### src/rtl/grid_row_loader.sv
// Purpose    : packs a stream of WORD_W-bit slices into X_SIZE-bit grid rows and
//              writes rows 0..Y_SIZE-1 in order into a grid-memory write port.
// Latency    : bram_we pulses for one cycle, the cycle after the last slice of a row is accepted.
// Backpressure: word_ready is high only while collecting; it is low in IDLE, WRITE and DONE.
//
// Ports:
//   out_stream_aclk  sole clock (rising edge)
//   periph_resetn    asynchronous active-low reset
//   start            one-cycle request to load a full grid, honoured in IDLE/DONE only
//   word_data/_valid input slice stream, left-most slice of a row first
//   word_ready       slice accepted on an edge where word_valid && word_ready
//   bram_addr/din/we grid-memory write port (row address, row data, one-cycle strobe)
//   busy             load in progress (COLLECT or WRITE)
//   done             last row written; held until the next accepted start
module grid_row_loader #(
  parameter int X_SIZE = 1280,
  parameter int Y_SIZE = 720,
  parameter int WORD_W = 32
) (
  input  logic                      out_stream_aclk,
  input  logic                      periph_resetn,
  input  logic                      start,
  input  logic [WORD_W-1:0]         word_data,
  input  logic                      word_valid,
  output logic                      word_ready,
  output logic [$clog2(Y_SIZE)-1:0] bram_addr,
  output logic [X_SIZE-1:0]         bram_din,
  output logic                      bram_we,
  output logic                      busy,
  output logic                      done
);

  localparam int WORDS_PER_ROW = X_SIZE / WORD_W;
  localparam int ADDR_W        = $clog2(Y_SIZE);
  localparam int WCNT_W        = (WORDS_PER_ROW > 1) ? $clog2(WORDS_PER_ROW) : 1;

  localparam logic [WCNT_W-1:0] LAST_WORD = WCNT_W'(WORDS_PER_ROW - 1);
  localparam logic [ADDR_W-1:0] LAST_ROW  = ADDR_W'(Y_SIZE - 1);

  typedef enum logic [1:0] {
    IDLE    = 2'd0,
    COLLECT = 2'd1,
    WRITE   = 2'd2,
    DONE    = 2'd3
  } state_t;

  state_t              state_q, state_d;
  logic [ADDR_W-1:0]   row_q,   row_d;
  logic [WCNT_W-1:0]   word_q,  word_d;
  logic [X_SIZE-1:0]   row_buf_q, row_buf_d;
  logic [X_SIZE-1:0]   row_shift;

  // Slices are shifted in from the LSB end. After WORDS_PER_ROW accepts the
  // first slice of the row has moved up to the MSBs and every bit of the
  // buffer has been overwritten, so no clearing between rows is needed.
  generate
    if (WORDS_PER_ROW > 1) begin : g_shift
      assign row_shift = {row_buf_q[X_SIZE-WORD_W-1:0], word_data};
    end else begin : g_single
      assign row_shift = word_data;
    end
  endgenerate

  always_comb begin
    state_d    = state_q;
    row_d      = row_q;
    word_d     = word_q;
    row_buf_d  = row_buf_q;
    word_ready = 1'b0;
    bram_we    = 1'b0;
    busy       = 1'b0;
    done       = 1'b0;

    case (state_q)
      IDLE, DONE: begin
        done = (state_q == DONE);
        if (start) begin
          state_d = COLLECT;
          row_d   = '0;
          word_d  = '0;
        end
      end

      COLLECT: begin
        word_ready = 1'b1;
        busy       = 1'b1;
        // No valid word: everything holds, including the partial row.
        if (word_valid) begin
          row_buf_d = row_shift;
          if (word_q == LAST_WORD) begin
            word_d  = '0;
            state_d = WRITE;
          end else begin
            word_d = word_q + 1'b1;
          end
        end
      end

      WRITE: begin
        bram_we = 1'b1;
        busy    = 1'b1;
        if (row_q == LAST_ROW) begin
          row_d   = '0;
          state_d = DONE;
        end else begin
          row_d   = row_q + 1'b1;
          state_d = COLLECT;
        end
      end

      default: begin
        state_d = IDLE;
      end
    endcase
  end

  // Address and data come straight from the counters/buffer; neither can
  // change during WRITE because no word is accepted there.
  assign bram_addr = row_q;
  assign bram_din  = row_buf_q;

  always_ff @(posedge out_stream_aclk or negedge periph_resetn) begin
    if (!periph_resetn) begin
      state_q   <= IDLE;
      row_q     <= '0;
      word_q    <= '0;
      row_buf_q <= '0;
    end else begin
      state_q   <= state_d;
      row_q     <= row_d;
      word_q    <= word_d;
      row_buf_q <= row_buf_d;
    end
  end

endmodule

### config.mk
export PLATFORM = sky130hd
export DESIGN_NAME = grid_row_loader
export DESIGN_NICKNAME = d
export VERILOG_FILES = /design/src/rtl/grid_row_loader.sv
export SDC_FILE = /design/constraint.sdc
export NUM_CORES = 2
export LEC_CHECK = 0
export BUFFER_PORTS_ARGS = -buffer_cell sky130_fd_sc_hd__buf_2
export CAP_MARGIN = 10
export CORE_AREA = 2 2 523 525
export DETAILED_ROUTE_END_ITERATION = 12
export DIE_AREA = 0 0 525 527
export GPL_ROUTABILITY_DRIVEN = 1
export HOLD_SLACK_MARGIN = 0.06
export PLACE_DENSITY = 0.35
export SYNTH_ARGS = -nofsm -noshare
export SYNTH_HDL_FRONTEND = slang
export SYNTH_SLANG_ARGS = --single-unit
### constraint.sdc
create_clock -name out_stream_aclk -period 2.3 [get_ports out_stream_aclk]
set_input_delay 0.69 -clock out_stream_aclk [delete_from_list [all_inputs] [get_ports out_stream_aclk]]
set_output_delay 0.69 -clock out_stream_aclk [all_outputs]
set_load 0.01 [all_outputs]
======== Word level (Yosys, flattened, before mapping) ========
Cells that the tools add are included.
word-level totals
  bits of input ports ..................... 36
  register bits after elaboration ......... 1298
  word-level logic and storage cells ...... 39
  output and inout bits ................... 1294
cells by class
  add/sub/neg operators ................... 2
  reduce and logical (&&, ||, !) cells .... 9
  equal/unequal tests ..................... 8
  multiplexer cells ....................... 16
operator list
  operator               count
  $mux 10                2
  $pmux 10 s2            1
  $mux 6                 3
  $pmux 6 s2             1
  $add 10x1->10 const B  1
  $eq 10x10->1 const B   1
  $mux 2                 4
  $add 6x1->6 const B    1
  $eq 6x6->1 const B     1
  $ne 2x2->1 const B     3
  $pmux 2 s3             1
  $reduce_and 3->1       2
  $eq 2x2->1 const B     2
  $mux 1                 4
  $reduce_and 2->1       2
  $reduce_bool 2->1      2
  $reduce_or 2->1        2
  $eq 2x1->1 const B     1
  $logic_not 2->1        1

======== Logic depth before layout (Yosys ltp) ========
  depth in word-level cells ............... 4
  mapped depth ............................ 8
  mapped depth without buffers ............ 6

======== Worst setup path after synthesis ========
OpenSTA, ideal clock, no wires.
  kind .................................... input-to-reg
  from .................................... input port word_valid
  to ...................................... register row_buf_q[1000], in the netlist bram_din[1000]
  required time ........................... 2175 ps
  setup slack ............................. 576 ps
  arrival time ............................ 1599 ps
  stages .................................. 5
  cells stage by stage .................... nand2_1 buf_4 buf_6 buf_6 mux2_4
on the way
  word-level cells in the longest chain between the ends .. 1
RTL lines
  what                               line  RTL
  start, declared                    24    input logic word_valid,
  $reduce_and 2->1 (no source line)  n/a
  end signal, assigned               132   row_buf_q <= row_buf_d;
  end, declared                      50    logic [X_SIZE-1:0] row_buf_q, row_buf_d;
No other way between the ends.
A chain may end at the register's enable or synchronous reset.

======== Worst setup path after layout ========
  from .................................... register state_q[1]
  to ...................................... output port busy
on the way
  word-level cells in the longest chain between the ends .. 3
  elaborated cells on any way between the ends .. 4
  those cells by class .................... eq/ne (2); mux (1); reduce/logical (1)
RTL lines
  what                                      line  RTL
  start, declared                           47    state_t state_q, state_d;
  start signal, assigned                    129   state_q <= state_d;
  $eq 2x2->1 or $eq 2x1->1 (tied branches)  74    case (state_q)
  $reduce_or 2->1 (no source line) *        n/a
  $mux 1 *                                  74
  end, declared                             29    output logic busy,
Mark *: on every way between the ends. The rest lies on a longest branch, timed or not.

==> reports/results.txt <==
total leakage power = 38.06 nW
setup repair after global routing missed its margin = yes
Synth Warn # = 0
clock buffer depth = 4
worst path arrival time = 1.73 ns
slew at the pin closest to its max-slew limit = 0.6505 ns
PortBufs = 1329
Mapped Cells = 2813
number of antenna violations at the first check in global routing = 7
first drt pass iteration count = 4
number of CTS-inserted buffers = 164
post-route insts no fill = 8104
Final setup violation count = 3
slowest stage delay, CP = 0.39 ns
count of cell types in the netlist = 41
Core ar. = 271700 µm²
cell area after synthesis = 52320 µm²
residual overflow from global routing = 0
dpl cells = 7764
min Tclk post-route = 2.423 ns
drt initial violations = 1176
maximum number of pins on one net before global-route repair = 106
FF+latch count, synth = 1298
slowest CP cell = sky130_fd_sc_hd__dfrtp_1
Worst-path clk slew = 0.06 ns
Data required, critical path = 1.61 ns
clock skew = 0.05050 ns
power per cell area = 1268 nW/µm²
vias per cell = 3.742
average routed wire per standard cell = 25.92 µm
remaining routing DRC violations = 0
Max Transition Viols Final = 0
final core utilization = 0.2588
Setup crit start kind = flip-flop
synthesized area per cell = 18.60 µm²
violations in the final reports = setup timing
vias in the first global route = 32730
path type of the worst setup path = flip-flop to output port
Setup Slack @ Placement = 0.1249 ns
global-route usage over all layers = 0.1472
signed area change from the synthesized netlist to the final layout = 34.41%
highest clock frequency the design can meet = 0.4126 GHz
Final Wtd Congestion = 0.8249
clock tree from TritonCTS = built
H-tree levels = 4
Initial Utilization = 0.1926
remaining max-slew budget at the tightest pin = 0.5664
Post-DP Area = 64420 µm²
Clk Latency, worst-skew pair = 0.82 ns
top-level port count = 1330
sequential share of the synthesized area = 0.6208
wire length of the first global-routing pass = 288300 µm
area of all placed cells without fillers = 70330 µm²
run status = complete, but fails checks
HP Class = primary input to flip-flop
final critical-path setup slack = -0.1235 ns
number of standard-cell rows in the floorplan = 192
Worst Hold Margin = 0.1786 ns
number of maximum-capacitance violations = 0
drt total wl = 210000 µm
Horiz. Die Dim = 525 µm
buffer type at the clock tree root = sky130_fd_sc_hd__clkbuf_16
Die Span Y = 527 µm
endpoint class of the critical path = output port
Top cell by count, worst path = sky130_fd_sc_hd__buf_6
Final #Nets = 4432
Post-Syn Nets = 2855
Total Die Area = 276700 µm²
hpwl dp = 165900 µm
final hold violation count = 0
critical path cell sequence = buf_6 > ha_4 > inv_4 > buf_6
ratio of cells with drive above 1 in the final layout = 0.6521
via count = 30330
largest driver fanout on the critical path = 2
number of nets still failing antenna checks after routing = 0
Num Clock Sinks = 1298
Max rail drop VDD = 699.0 µV
Final Cycle Share = 1.054
synthesized netlist by cell type:
cell type	count	area share
sky130_fd_sc_hd__xnor2_1	4	0.00067
sky130_fd_sc_hd__nand3b_1	1	0.00014
sky130_fd_sc_hd__nor2b_1	1	0.00012
sky130_fd_sc_hd__or2_2	1	0.00012
sky130_fd_sc_hd__mux2_1	190	0.041
sky130_fd_sc_hd__ha_1	6	0.0014
sky130_fd_sc_hd__dfrtp_1	1298	0.62
sky130_fd_sc_hd__nor4_2	2	0.00048
sky130_fd_sc_hd__a22o_1	7	0.0012
sky130_fd_sc_hd__nand2b_1	1	0.00012
sky130_fd_sc_hd__and3_1	3	0.00036
sky130_fd_sc_hd__buf_2	29	0.0028
sky130_fd_sc_hd__nor3_1	3	0.00029
sky130_fd_sc_hd__o22ai_1	1	0.00012
sky130_fd_sc_hd__mux2_4	900	0.26
sky130_fd_sc_hd__and2_1	2	0.00024
sky130_fd_sc_hd__a21oi_1	3	0.00029
sky130_fd_sc_hd__o32ai_1	1	0.00017
sky130_fd_sc_hd__mux2_2	192	0.041
sky130_fd_sc_hd__nor4bb_1	1	0.00019
sky130_fd_sc_hd__clkbuf_1	2	0.00014
sky130_fd_sc_hd__nand4b_1	1	0.00017
sky130_fd_sc_hd__a311oi_2	1	0.00029
sky130_fd_sc_hd__buf_6	111	0.024
sky130_fd_sc_hd__o21ai_1	2	0.00019
sky130_fd_sc_hd__mux2i_1	2	0.00038
sky130_fd_sc_hd__buf_4	1	0.00014
sky130_fd_sc_hd__a21o_1	3	0.00043
sky130_fd_sc_hd__o2bb2ai_1	1	0.00017
sky130_fd_sc_hd__xor2_1	1	0.00017
sky130_fd_sc_hd__nand3_1	6	0.00057
sky130_fd_sc_hd__or4_1	1	0.00014
sky130_fd_sc_hd__nand4_1	3	0.00036
sky130_fd_sc_hd__nor2_1	6	0.00043
sky130_fd_sc_hd__a31oi_1	2	0.00024
sky130_fd_sc_hd__inv_1	8	0.00057
sky130_fd_sc_hd__mux2i_2	1	0.00026
sky130_fd_sc_hd__nand2_1	10	0.00072
sky130_fd_sc_hd__o21ai_0	2	0.00019
sky130_fd_sc_hd__nor4b_2	1	0.00029
sky130_fd_sc_hd__o31ai_1	2	0.00029
stage by stage:
step                TNS [ns]  power (mW)
detailed placement         0       64.67
global placement           0       64.59
finish               -0.3029       89.20
CTS                  -0.9120       91.18
floorplan                  0       49.70
global route         -0.7638       93.85
per-layer routing:
layer | share of wire | up-vias | GRT usage
met5 | 0 | - | 0
li1 | - | 13220 | -
met1 | 0.38 | 15820 | 0.1627
met4 | 0.024 | 0 | 0.03572
met2 | 0.50 | 1075 | 0.2583
met3 | 0.094 | 211 | 0.06329
kinds of logic after synthesis:
kind of cell               after synthesis  synth area share
AOI/OAI and AO/OA                       25          0.003539
muxes                                 1285            0.3411
buffers and inverters                  151           0.02752
DFF                                   1298            0.6208
xor gates and xnor gates                 5         0.0008369
adders and majority gates                6          0.001435
and+or+nand+nor                         43          0.004735
state kept, by name (all words and copies together), names as in the netlist:
signal,count
bram_din,1280
bram_addr,10
word_q,6
state_q,2
final cells by class:
class / count / area (µm²)
antenna: 8 / 20.02
clock buffer: 261 / 5005
clock inverter: 22 / 222.7
fill: 28260 / 201400
inverter: 8 / 32.53
multi-input combinational: 1364 / 18450
sequential: 1298 / 32570
tap: 3589 / 4491
timing repair buffer: 1554 / 9538
path summary, 6_finish.rpt:
check	start	end	slack, ns	cells past startpoint
min	word_data[14]	bram_din[14]	0.18	2
max	state_q[1]	busy	-0.12	4
max reg2reg	state_q[1]	bram_addr[3]	0.34	7
min in group asynchronous	periph_resetn	bram_din[475]	0.46	2
max in group asynchronous	periph_resetn	bram_din[208]	0.84	3
min reg2reg	bram_din[1248]	bram_din[1248]	0.49	1
cell usage in the layout, fill, tap and decap left out, types with 9 or more instances in the layout:
master,instances
sky130_fd_sc_hd__clkbuf_8,43
sky130_fd_sc_hd__buf_2,1309
sky130_fd_sc_hd__dfrtp_2,74
sky130_fd_sc_hd__mux2_2,192
sky130_fd_sc_hd__mux2_4,900
sky130_fd_sc_hd__buf_4,124
sky130_fd_sc_hd__dfrtp_1,1224
sky130_fd_sc_hd__nand2_1,9
sky130_fd_sc_hd__clkbuf_16,169
sky130_fd_sc_hd__buf_6,11
sky130_fd_sc_hd__mux2_1,190
sky130_fd_sc_hd__buf_12,83
sky130_fd_sc_hd__clkbuf_1,49
sky130_fd_sc_hd__clkinv_2,9
sky130_fd_sc_hd__dlygate4sd3_1,27
critical path, delay by kind of cell (launching register included):
| kind | cells | cell delay [ns] |
|---|---|---|
| DFF | 1 | 0.39 |
| buffers and inverters | 3 | 0.28 |
| adders and majority gates | 1 | 0.27 |
where the power goes:
part,switching [mW],internal [mW]
clock,10.3,15.1
sequential,6.64,28.6
combinational,13.7,14.9
what timing repair did:
item	4_1_cts	5_1_grt
endpoints found under the setup margin	87	5
pin swaps	1	0
resized for setup	108	3
hold buffers	27	0
hold endpoints to repair	40	0
setup buffers	21	1
(Power assumes the default switching activity.)
